`config.mk`:
```
export PLATFORM = sky130hd
export DESIGN_NAME = led_pattern_sequencer
export DESIGN_NICKNAME = d
export VERILOG_FILES = /design/src/rtl/led_pattern_sequencer.sv
export SDC_FILE = /design/constraint.sdc
export NUM_CORES = 1
export LEC_CHECK = 0
export ABC_AREA = 1
export CORE_MARGIN = 5
export CORE_UTILIZATION = 61
export CTS_BUF_LIST = sky130_fd_sc_hd__clkbuf_2
export CTS_CLUSTER_SIZE = 24
export DETAILED_ROUTE_END_ITERATION = 6
export HOLD_SLACK_MARGIN = 0.12
export PLACE_DENSITY = 0.88
export SLEW_MARGIN = 25
export SYNTH_ARGS = -nofsm -noshare
export SYNTH_HDL_FRONTEND = slang
export SYNTH_SLANG_ARGS = --single-unit
```
`constraint.sdc`:
```
create_clock -name clk -period 2.3 [get_ports clk]
set_input_delay 0.46 -clock clk [delete_from_list [all_inputs] [get_ports clk]]
set_output_delay 0.46 -clock clk [all_outputs]
set_load 0.05 [all_outputs]
```
`src/rtl/led_pattern_sequencer.sv`:
```
// LED pattern sequencer: button-controlled IDLE/RUN/PAUSE FSM driving four LEDs through a prescaled step tick.
// Optional press debounce filter is enabled by defining LED_SEQ_DEBOUNCE_EN.
module led_pattern_sequencer #(
    parameter int DIV_WIDTH       = 16,
    parameter int DEBOUNCE_CYCLES = 16
) (
    input  logic       clk,
    input  logic       rst_n,
    input  logic       btn,
    input  logic       stop,
    input  logic [1:0] mode,
    input  logic [1:0] rate_sel,
    output logic [3:0] Led,
    output logic       tick,
    output logic       busy
);

    localparam logic [1:0] IDLE  = 2'd0;
    localparam logic [1:0] RUN   = 2'd1;
    localparam logic [1:0] PAUSE = 2'd2;

    if (DIV_WIDTH < 8 || DEBOUNCE_CYCLES < 1) begin : g_param_check
        $error("led_pattern_sequencer: DIV_WIDTH must be >= 8 and DEBOUNCE_CYCLES >= 1");
    end

    logic                 btn_meta;
    logic                 btn_sync;
    logic                 btn_filt;
    logic                 btn_prev;
    logic [1:0]           sync_valid;
    logic                 armed;
    logic                 press;
    logic [1:0]           state;
    logic [1:0]           next_state;
    logic [1:0]           mode_q;
    logic                 dir_up;
    logic [DIV_WIDTH-1:0] count;
    logic [DIV_WIDTH-1:0] terminal;

    // armed only sets once the synchronizer holds a real low sample, so a
    // button already held across reset release is not taken as a press
    always_ff @(posedge clk or negedge rst_n) begin
        if (!rst_n) begin
            btn_meta   <= 1'b0;
            btn_sync   <= 1'b0;
            btn_prev   <= 1'b0;
            sync_valid <= 2'b00;
            armed      <= 1'b0;
        end else begin
            btn_meta   <= btn;
            btn_sync   <= btn_meta;
            btn_prev   <= btn_filt;
            sync_valid <= {sync_valid[0], 1'b1};
            if (sync_valid[1] && !btn_sync)
                armed <= 1'b1;
        end
    end

`ifdef LED_SEQ_DEBOUNCE_EN
    localparam int DB_W = $clog2(DEBOUNCE_CYCLES + 1);

    logic [DB_W-1:0] db_count;
    logic            db_level;

    always_ff @(posedge clk or negedge rst_n) begin
        if (!rst_n) begin
            db_count <= '0;
            db_level <= 1'b0;
        end else if (!btn_sync) begin
            db_count <= '0;
            db_level <= 1'b0;
        end else if (db_count == DB_W'(DEBOUNCE_CYCLES - 1)) begin
            db_level <= 1'b1;
        end else begin
            db_count <= db_count + DB_W'(1);
        end
    end

    assign btn_filt = db_level;
`else
    assign btn_filt = btn_sync;
`endif

    assign press    = btn_filt & ~btn_prev & armed;
    assign terminal = {DIV_WIDTH{1'b1}} >> {rate_sel, 1'b0};
    assign tick     = (state == RUN) && (count >= terminal);

    always_comb begin
        next_state = state;
        if (stop) begin
            next_state = IDLE;
        end else if (press) begin
            case (state)
                IDLE:    next_state = RUN;
                RUN:     next_state = PAUSE;
                PAUSE:   next_state = RUN;
                default: next_state = IDLE;
            endcase
        end
    end

    function automatic logic [3:0] init_pattern(input logic [1:0] m);
        case (m)
            2'd0:    return 4'b1111;
            2'd3:    return 4'b0000;
            default: return 4'b0001;
        endcase
    endfunction

    always_ff @(posedge clk or negedge rst_n) begin
        if (!rst_n) begin
            state <= IDLE;
            busy  <= 1'b0;
            count <= '0;
        end else begin
            state <= next_state;
            busy  <= (next_state != IDLE);
            if (next_state == IDLE)
                count <= '0;
            else if (state == RUN)
                count <= tick ? '0 : count + DIV_WIDTH'(1);
        end
    end

    // A tick after a mode change reloads the new mode's start pattern rather than stepping
    always_ff @(posedge clk or negedge rst_n) begin
        if (!rst_n) begin
            Led    <= 4'b0000;
            mode_q <= 2'd0;
            dir_up <= 1'b1;
        end else if (next_state == IDLE) begin
            Led <= 4'b0000;
        end else if (state == IDLE) begin
            mode_q <= mode;
            Led    <= init_pattern(mode);
            dir_up <= 1'b1;
        end else if (tick) begin
            if (mode != mode_q) begin
                mode_q <= mode;
                Led    <= init_pattern(mode);
                dir_up <= 1'b1;
            end else begin
                case (mode_q)
                    2'd0: Led <= ~Led;
                    2'd1: Led <= {Led[2:0], Led[3]};
                    2'd2: begin
                        if (dir_up) begin
                            if (Led[3]) begin
                                Led    <= 4'b0100;
                                dir_up <= 1'b0;
                            end else begin
                                Led <= Led << 1;
                            end
                        end else if (Led[0]) begin
                            Led    <= 4'b0010;
                            dir_up <= 1'b1;
                        end else begin
                            Led <= Led >> 1;
                        end
                    end
                    default: Led <= Led + 4'd1;
                endcase
            end
        end
    end

endmodule

```
After elaboration in Yosys (flattened, before gate mapping)

Index checks and enable logic that the tools add are counted.

Bits in registers: 32
Output and inout bits: 6
Input port bits: 8
Logic and storage cells: 67

Order comparisons: 1
Reduce and logical (&&, ||, !) cells: 16
Shift operators: 1
Eq/ne operators: 6
Muxes and demuxes: 25
Add/sub/neg operators: 2
Bitwise logic cells: 5

Operators by type and width:

| operator              | number |
|---|---|
| $mux 16               | 3 |
| $mux 4                | 6 |
| $add 16x1->16 const B | 1 |
| $ge 16x16->1          | 1 |
| $shr 16x3->16 const A | 1 |
| $pmux 4 s3            | 1 |
| $mux 2                | 5 |
| $logic_not 2->1       | 4 |
| $pmux 4 s2            | 1 |
| $reduce_bool 2->1     | 4 |
| $mux 1                | 7 |
| $eq 2x2->1 const B    | 3 |
| $reduce_and 3->1      | 2 |
| $reduce_bool 3->1     | 2 |
| $add 4x1->4 const B   | 1 |
| $eq 2x1->1 const B    | 2 |
| $not 4->4             | 1 |
| $pmux 2 s2            | 1 |
| $mux 3                | 1 |
| $and 1x1->1           | 2 |
| $logic_and 1x1->1     | 2 |
| $ne 2x2->1            | 1 |
| $not 1->1             | 2 |
| $reduce_or 2->1       | 1 |
| $logic_not 1->1       | 1 |

Depth between registers and ports, before layout

Word-level depth: 8
Mapped depth: 13
Depth with buffers taken out: 13

Least setup slack after synthesis

No wires, ideal clock.

Kind: input port to output port
Start: in rate_sel[0]
End: out tick
Buffers on the path: 0
Cell stages on the path: 10
Required time: 1.840 ns
Arrival: 1.881 ns
Setup slack: -0.041 ns
Cells stage by stage: or2_2 > ha_1 > nand2_1 > nor2_1 > nand2_1 > nor2_1 > nand2_1 > nand2_2 > nand2_4 > inv_1

Cells in the longest elaborated chain, start to end: 3

Ends and longest elaborated chain:

| item              | RTL line | source |
|---|---|---|
| start, declared   | 12       | `input logic [1:0] rate_sel,` |
| $shr 16x3->16     | 85       | `assign terminal = {DIV_WIDTH{1'b1}} >> {rate_sel, 1'b0};` |
| $ge 16x16->1      | 86       | `assign tick = (state == RUN) && (count >= terminal);` |
| $logic_and 1x1->1 | 86       |  |
| end, declared     | 14       | `output logic tick,` |

No other way between the ends.

Final worst setup path

Ends and elaborated chain as after synthesis.

==> impl_metrics.env <==
export IMPL_die_area_sq_um=4550
export IMPL_worstPathMaxFanout=2
export IMPL_finalCritPeriodShare_pct=102.9
export IMPL_synth_seq_area_share_pct=39.84
export IMPL_ir_drop_mv=0.5596
export IMPL_htree_levels=2
export IMPL_grt_pass1_wl_mm=7.369
export IMPL_cp_required_ns=1.84
export IMPL_via_count=1854
export IMPL_grt_max_degree=33
export IMPL_p_leak_nw=1.189
export IMPL_r2r_slack_ns=0.29
export IMPL_grt_pass1_vias=1700
export IMPL_syn_num_nets=295
export IMPL_clk_latency_ns=0.36
export IMPL_seqCellArea_sq_um=803.3
export IMPL_final_nets=321
export IMPL_rows=20
export IMPL_nFillCells=239
export IMPL_multi_input_area_sq_um=1121
export IMPL_cp_top_family="simple AND/OR/NAND/NOR gates"
export IMPL_yosys_area_top_type="dfrtp_1"
export IMPL_vias_per_cell=5.282
export IMPL_grt_ovfl_total=0
export IMPL_path_cells="buf_2, or2_4, ha_4, nand2_4, nor2_4, and2_0, nor2_1, nand2_2, nand2_4, clkinvlp_4, buf_12"
export IMPL_wirelength_mm=4.239
export IMPL_fp_dieW_microns=67.45
export IMPL_path_class="in -> out"
export IMPL_drive_above_1_share_pct=16.29
export IMPL_drc_errors=0
export IMPL_avgSynthCellArea_sq_um=7.190
export IMPL_max_cap_violations=0
export IMPL_cp_arrival_ns=1.91
export IMPL_hpwl_mm=2.954
export IMPL_ant_nets=0
export IMPL_fin_ws_ns=-0.06711
export IMPL_cts_hold_buffers_added=0
export IMPL_skew_ns=0.01547
export IMPL_ys_ff_latch=32
export IMPL_netlist_area_sq_um=2013
export IMPL_p_per_area_nw_per_um2=590.3
export IMPL_cpPeakStageDelay_ns=0.27
export IMPL_start_kind="primary input"
export IMPL_yosysTopAreaCellShare_pct=38.53
export IMPL_die_h_microns=67.45
export IMPL_n_antenna_cell=0
export IMPL_worst_path_buf_inv=3
export IMPL_yosysWarningCount=0
export IMPL_max_freq_mhz=422.5
export IMPL_violations="negative setup slack"
export IMPL_whs_ns=0.3805
export IMPL_numCtsBuffers=5
export IMPL_status="finished, violations left"
export IMPL_path_common_cell="nand2_4"
export IMPL_postSynthCellCount=280
export IMPL_worst_setup_path_end_kind="output port"
export IMPL_finalSetupViolCount=1
export IMPL_final_max_slew_viol_count=0
export IMPL_wire_per_inst_microns=12.08
export IMPL_clock_path_buffers=2
export IMPL_cts_tree="done"
export IMPL_ys_types=31
export IMPL_cp_slowest_cell="or2_4"
export IMPL_synthTopCellsByArea="dfrtp_1, nand2_1, nor2_1"
export IMPL_hold_viol=0
export IMPL_clk_transition_reported_paths_ns=0.17
export IMPL_rsz0062_at_grt="yes"
export IMPL_post_route_min_period_ns=2.367
export IMPL_area_growth_pct=19.14
export IMPL_worst_slew_pin_slew_ns=0.5036
export IMPL_coreArea_sq_um=3103
export IMPL_initial_core_util_pct=64.88
export IMPL_drtIter0Drc=166
export IMPL_final_util_pct=77.30
export IMPL_cts_root_buf="clkbuf_2"
export IMPL_drt_pass1_iterations=5
export IMPL_cts_sinks=32
export IMPL_slew_headroom_pct=66.32
export IMPL_gp_congestion=0.9181
export IMPL_port_buffers=13
export IMPL_io_pins=14
export IMPL_antenna_found_initial=0
export IMPL_hold_path_class="reg -> reg"
export IMPL_grtUsageTotal_pct=21.24
==> layout by cell type, fill, tap and decap left out, types with 4 or more instances in the layout <==
master,n
nand2_2,8
clkdlybuf4s50_1,10
dfrtp_1,30
nand4_1,10
xor2_1,6
a21oi_1,11
inv_1,34
buf_4,11
clkbuf_2,5
o21ai_0,12
nor2_1,36
nand2_1,73
nand3_1,22
ha_4,4
==> metrics by stage <==
stage                     instances  worst slack, ns  instance area (sq um)  TNS [ns]  power [mW]
after floorplan                 280          0.04308                   2032         0      0.9406
after global placement          336          -0.3588                   2225    -5.013       1.025
after detailed placement        336          -0.3665                   2225    -6.093       1.035
after CTS                       348         -0.02954                   2345  -0.02954       1.415
after global routing            351          -0.1352                   2399   -0.1352       1.513
final                           351         -0.06711                   2399  -0.06711       1.416
==> final cells by class <==
class	count	share of cell area (%)
multi-input combinational	207	46.74
inverter	36	5.790
clock inverter	3	1.774
sequential	32	33.49
clock buffer	5	1.043
tap	44	2.295
timing repair buffer	24	8.868
==> flip-flops by register name, summed over array words and instances (netlist names) <==
name	count
dir_up	1
Led	4
armed	1
btn_filt	1
count	16
sync_valid	2
state	2
busy	1
btn_meta	1
mode_q	2
btn_prev	1
==> metal layers <==
| layer | track usage [%] | part of all wire (%) |
|---|---|---|
| met1 | 29.27 | 47 |
| met2 | 34.36 | 47 |
| met3 | 3.661 | 5.2 |
| met4 | 6.076 | 0 |
| met5 | 0 | 0 |
==> path summary, 6_finish.rpt <==
check,from,depth (start not counted),end
setup / recovery,rate_sel[0],11,tick
hold / removal,sync_valid[0],0,sync_valid[1]
setup reg to reg,count[14],12,count[0]
hold reg to reg,sync_valid[0],0,sync_valid[1]
max in group asynchronous,rst_n,2,dir_up
min in group asynchronous,rst_n,2,count[7]
==> cell families (layout without fill, tap and decap cells) <==
| group | after synthesis | after routing | synth area share, % |
|---|---|---|---|
| simple gates | 164 | 164 | 36.79 |
| fa+ha+maj | 7 | 7 | 4.350 |
| buf+inv | 41 | 68 | 8.328 |
| xor+xnor | 8 | 8 | 3.481 |
| other cells | 1 | 1 | 0.1863 |
| flops | 32 | 32 | 39.84 |
| compound gates | 27 | 27 | 7.023 |
==> worst reg2reg max path: stages (launching register included) <==
cell and delay [ns]:
dfrtp_2 0.47, ha_4 0.28, nand2_4 0.05, nor2_4 0.10, nand2_2 0.05, nor2_1 0.09, nand2_1 0.08, nand2_2 0.09
nand2_4 0.06, buf_4 0.14, buf_4 0.16, nand2_2 0.23, o21ai_0 0.11
==> cells in the mapped netlist, drive strengths merged <==
master  instances
a21oi          11
a31oi           1
and2            1
buf             4
clkbuf          1
conb            1
dfrtp          31
dfstp           1
ha              7
inv            36
nand2          84
nand3          23
nand4          10
nor2           38
nor3            6
o211ai          1
o21ai          13
o21bai          1
or2             2
xnor2           2
xor2            6
==> report_power, final <==
part	switching (mW)	internal, mW	total, mW	leakage [nW]
logic	0.245	0.129	0.374	0.733
clock network	0.194	0.182	0.376	0.0390
registers	0.0588	0.607	0.666	0.417
==> what timing repair did <==
action                     CTS  global route
resized for setup           13             7
buffers inserted             4             3
pin swaps                   10            10
setup endpoints to repair    1             1
(Power assumes the default switching activity.)
